## config.mk

```make
export PLATFORM = sky130hd
export DESIGN_NAME = cyber_player
export DESIGN_NICKNAME = d
export VERILOG_FILES = /design/src/rtl/cyber_pkg.sv /design/src/rtl/lfsr10.sv /design/src/rtl/cyber_player.sv
export SDC_FILE = /design/constraint.sdc
export NUM_CORES = 1
export LEC_CHECK = 0
export CORE_AREA = 4 4 45 57
export CTS_CLUSTER_DIAMETER = 50
export DETAILED_ROUTE_END_ITERATION = 16
export DIE_AREA = 0 0 49 61
export PLACE_DENSITY = 0.81
export RECOVER_POWER = 50
export SLEW_MARGIN = 5
export SYNTH_ARGS = -nofsm -noshare
export SYNTH_HDL_FRONTEND = slang
export SYNTH_SLANG_ARGS = --single-unit
```

## constraint.sdc

```tcl
create_clock -name clk -period 4.95 [get_ports clk]
set_clock_uncertainty 0.2 [all_clocks]
set_input_delay 0.7425 -clock clk [delete_from_list [all_inputs] [get_ports clk]]
set_output_delay 0.7425 -clock clk [all_outputs]
set_load 0.005 [all_outputs]
```

## src/rtl/cyber_pkg.sv

```systemverilog
// Shared types and constants for the automated "cyber" player that presses
// the playfield R input at pseudo-random intervals.
package cyber_pkg;

    localparam int LFSR_W = 10;
    localparam int TAP_HI = 9;
    localparam int TAP_LO = 6;

    localparam logic [LFSR_W-1:0] LFSR_LOCKUP = '1;

    typedef enum logic [1:0] {
        IDLE  = 2'd0,
        PRESS = 2'd1,
        HOLD  = 2'd2
    } player_state_t;

    // XNOR feedback; the all-ones state would repeat forever, so it is
    // steered back to zero, the state the sequence starts from.
    function automatic logic [LFSR_W-1:0] lfsr_next(input logic [LFSR_W-1:0] q);
        if (q == LFSR_LOCKUP) begin
            return '0;
        end
        return {q[LFSR_W-2:0], ~(q[TAP_HI] ^ q[TAP_LO])};
    endfunction

endpackage

```

## src/rtl/lfsr10.sv

```systemverilog
// 10-bit XNOR LFSR that steps once per asserted advance; holds otherwise.
module lfsr10
    import cyber_pkg::*;
(
    input  logic              clk,
    input  logic              reset,
    input  logic              advance,
    output logic [LFSR_W-1:0] q
);

    // NOTE: state registers use non-blocking assignments so every flop samples
    // pre-edge values, regardless of process ordering in simulation.
    always_ff @(posedge clk) begin
        if (reset) begin
            q <= '0;
        end else if (advance) begin
            q <= lfsr_next(q);
        end
    end

endmodule

```

## src/rtl/cyber_player.sv

```systemverilog
// Automated player: prescaled decision ticks compare the difficulty switch
// bank against an LFSR and issue single-cycle presses with a tick holdoff.
module cyber_player
    import cyber_pkg::*;
#(
    parameter int TICK_DIV = 8,
    parameter int HOLDOFF  = 2
) (
    input  logic              clk,
    input  logic              reset,
    input  logic [8:0]        difficulty,
    input  logic              game_over,
    output logic              press,
    output logic [LFSR_W-1:0] lfsr_q
);

    localparam int PRESC_W = (TICK_DIV > 1) ? $clog2(TICK_DIV) : 1;
    localparam logic [PRESC_W-1:0] PRESC_LAST = PRESC_W'(TICK_DIV - 1);
    localparam logic [3:0] HOLD_LOAD = 4'(HOLDOFF);

    logic [PRESC_W-1:0] presc_q;
    logic               tick;
    logic               advance;

    player_state_t state_q, state_d;
    logic [3:0]    hold_cnt_q, hold_cnt_d;
    logic          press_wins;

    assign tick    = (presc_q == PRESC_LAST);
    assign advance = tick & ~game_over;

    // NOTE: reset is synchronous and clears every flop here; there is no
    // storage array, so nothing is left to rely on power-up values.
    always_ff @(posedge clk) begin
        if (reset || game_over || tick) begin
            presc_q <= '0;
        end else begin
            presc_q <= presc_q + 1'b1;
        end
    end

    lfsr10 u_lfsr (
        .clk     (clk),
        .reset   (reset),
        .advance (advance),
        .q       (lfsr_q)
    );

    // Compare uses the pre-advance LFSR value seen during the tick cycle.
    assign press_wins = ({1'b0, difficulty} > lfsr_q);

    // NOTE: every output of this block is given a default before the case so
    // no path leaves a variable unassigned and no latch is inferred.
    always_comb begin
        state_d    = state_q;
        hold_cnt_d = hold_cnt_q;

        unique case (state_q)
            IDLE: begin
                if (advance && press_wins) begin
                    state_d = PRESS;
                end
            end
            PRESS: begin
                state_d    = HOLD;
                hold_cnt_d = HOLD_LOAD;
            end
            HOLD: begin
                if (hold_cnt_q == 4'd0) begin
                    state_d = IDLE;
                end else if (advance) begin
                    hold_cnt_d = hold_cnt_q - 4'd1;
                    if (hold_cnt_q == 4'd1) begin
                        state_d = IDLE;
                    end
                end
            end
            default: begin
                state_d = IDLE;
            end
        endcase

        // A frozen game abandons any pending press and keeps the holdoff count.
        if (game_over) begin
            state_d    = IDLE;
            hold_cnt_d = hold_cnt_q;
        end
    end

    always_ff @(posedge clk) begin
        if (reset) begin
            state_q    <= IDLE;
            hold_cnt_q <= '0;
        end else begin
            state_q    <= state_d;
            hold_cnt_q <= hold_cnt_d;
        end
    end

    assign press = (state_q == PRESS) & ~game_over;

endmodule
```

==> flow_summary.toml <==
[logic_synthesis]
yosysSeqAreaShare_pct = 36.1
synth_xor_area_share_pct = 0.832
ys_ff_latch = 19
synth.most_common_cell = "dfxtp_1"
yosys-mux-area-fraction_pct = 0.951
synth_compound_area_share_pct = 19.1
synth_top_family_by_area = "simple AND/OR/NAND/NOR gates"
ys_types = 35
synth_top_flop_cell = "dfxtp_1"
yosysTopAreaCellShare_pct = 36.1
synth.area.top_cells = "dfxtp_1, ha_1, a22o_1"
synth_nets = 133
synthArstFlopShare_pct = 0
synth_edf_count = 0
netlist_area_um2 = 1050
yosysWarnings = 0
synthAdderAreaFrac_pct = 15.5
synth_top_cell_by_area = "dfxtp_1"
synth_cells = 108
synthTopCellsByCount = "dfxtp_1, ha_1, inv_1, a21oi_1, a22o_1"
yosys.area_share.simple_pct = 21.0
synth.avg_cell_area_um2 = 9.74

[setup_path]
arrival_ns = 2.16
slowest_stage = "dlygate4sd3_1"
path_depth = 3
critPathMaxStageDelay_ns = 0.63
reg2reg_to = "hold_cnt_q[3]$_SDFFE_PP0P_"
startpoint_type = "input pin"
reg2reg_slack_ns = 2.84
path_max_fanout = 6
crit_path_start = "game_over"
path_cells = "dlygate4sd3_1 -> nor3b_4 -> clkdlybuf4s50_1"
path_buf_inv = 2
critPathKind = "in2out"
crit_path_end_kind = "output pin"
crit_end = "press"
r2r_cells = 6
cp_top_family = "buffers and inverters"
r2r-start = "hold_cnt_q[1]$_SDFFE_PP0P_"
required_ns = 4.01

[pwr]
ir_drop_uv = 170
powerDensity_nw_per_um2 = 196
leakage_nw = 0.527
total_power_uw = 252

[detailed_routing]
drtAntennaViolNets = 0
avgViaCountPerCell = 5.83
drcViolationCount = 0
vias = 886
post_drt_wl_per_cell_um = 14.5
dr.pass1.iters = 4
drt_iter0_markers = 4
wl_um = 2210

[cts]
clockBufferDepth = 2
cts_tree = "done"
clkSinkCount = 19
htree_num_levels = 1
clk_pin_slew_ns = 0.11
cts_root_buf = "clkbuf_4"
clk_latency_ns = 0.29
cts-hold-fix-buffers = 0
cts_buffers = 3
cts_setup_buffers = 0
cts_resized = 0

[finish]
layout.nets = 158
syn_to_final_growth_pct = 22.5
diodes = 0
drive_above_1_share_pct = 6.06
postLayoutCellArea_um2 = 1290

[global_route]
grt_first_pass_wirelength_um = 4110
antenna_found_initial = 0
grt_max_degree = 13
overflow = 0
grt_usage_pct = 17.4
grt_pass1_vias = 963

[timing]
max_slew_margin_pct = 66.8
worst_hold_slack_ns = 0.236
hold_viol_final = 0
report.final.setup_viol = 0
rsz0062_at_grt = "no"
worst_slew_pin_slew_ns = 0.496
slew_violations = 0
fmax_mhz = 322
tns_ns = 0
fin_crit_sh_pct = 62.7
finalCriticalPeriod_ns = 3.10

[place]
placedInstanceArea_um2 = 1280
dp_hpwl_um = 1830
portBuffers = 22
place.gp.congestion = 0.801

[floorplanning]
die_y_um = 61
rows = 18
io_pins = 23
start_util_pct = 53.1
die_w_um = 49
design.die.area_um2 = 2990
core_area_um2 = 1980

[outcome]
outcome = "complete, no violations"

[hold_path]
hold_class = "reg2reg"
hp-start = "presc_q[0]$_SDFF_PP0_"

[job]
maxCapViolCount = 0
[metrics by stage]
| stage | setup WS [ns] | util [%] | std cells |
|---|---|---|---|
| 2_1_floorplan | 3.00 | - | 108 |
| 3_3_place_gp | 1.90 | 64.5 | 148 |
| 3_5_place_dp | 1.87 | 64.5 | 148 |
| 4_1_cts | 1.86 | 65.9 | 152 |
| 5_1_grt | 1.78 | 65.0 | 152 |
| 6_report | 1.85 | 65.0 | 152 |
[layout make-up]
| cell class | count | area, um2 |
|---|---|---|
| clock buffer | 3 | 22.5 |
| clock inverter | 1 | 5.00 |
| fill | 186 | 693 |
| inverter | 13 | 48.8 |
| multi-input combinational | 74 | 587 |
| sequential | 19 | 380 |
| tap | 20 | 25.0 |
| timing repair buffer | 22 | 220 |
[cell usage in the layout (no fill, tap or decap), drive strengths merged, types with 2 or more instances in the layout]
| master | n |
|---|---|
| a22oi | 2 |
| clkdlybuf4s50 | 15 |
| a21oi | 8 |
| nor2b | 2 |
| and2 | 2 |
| and2b | 2 |
| dfxtp | 19 |
| nand2 | 4 |
| inv | 13 |
| ha | 13 |
| clkbuf | 3 |
| nor4 | 2 |
| a22o | 8 |
| nand2b | 3 |
| nor2 | 5 |
| a211oi | 2 |
| dlygate4sd3 | 7 |
| nand4 | 4 |
| nand3 | 2 |
[worst reg2reg max path: cells and delay by family (launching register included)]
kind	cells	cell delay, ns
AND/OR/NAND/NOR	2	0.60
AO/OA/AOI/OAI	1	0.43
flip-flops	1	0.33
adder cells (fa/ha/maj)	1	0.19
multiplexers	1	0.19
buffers and inverters	1	0.10
[power by group]
group          internal [mW]  switching, mW  leakage (nW)
Sequential             0.154       0.000321         0.153
Combinational         0.0125        0.00963         0.356
Clock                 0.0301         0.0461        0.0177
Total                  0.196         0.0560         0.527
[worst min path at each step]
stage          depth (start not counted)               endpoint
2_1_floorplan                          1  presc_q[0]$_SDFF_PP0_
4_1_cts                                1  presc_q[0]$_SDFF_PP0_
6_report                               1  presc_q[0]$_SDFF_PP0_
5_1_grt                                1  presc_q[0]$_SDFF_PP0_
3_3_place_gp                           1  presc_q[0]$_SDFF_PP0_
3_5_place_dp                           1  presc_q[0]$_SDFF_PP0_
[metal layers]
layer / part of all wire (%) / wire length [um] / GRT usage (%) / vias to the layer above
met5: 0 / 0 / 0 / -
met4: 0.86 / 19 / 6.92 / 0
met3: 3.7 / 82 / 2.95 / 2
met2: 57 / 1260 / 35.4 / 17
met1: 38 / 841 / 17.4 / 425
li1: - / - / - / 442
[flip-flops by register name, indices dropped and copies added (netlist names)]
register and flops:
presc_q 3, u_lfsr.q 10, hold_cnt_q 4, state_q 2
[logic make-up (layout without fill, tap and decap cells)]
| group | count (synthesis) | in the layout |
|---|---|---|
| mux | 1 | 1 |
| fa+ha+maj | 13 | 13 |
| flops | 19 | 19 |
| compound gates | 26 | 26 |
| simple gates | 33 | 33 |
| buf+inv | 15 | 39 |
| xor+xnor | 1 | 1 |
Power figures use the tool's default switching activity.
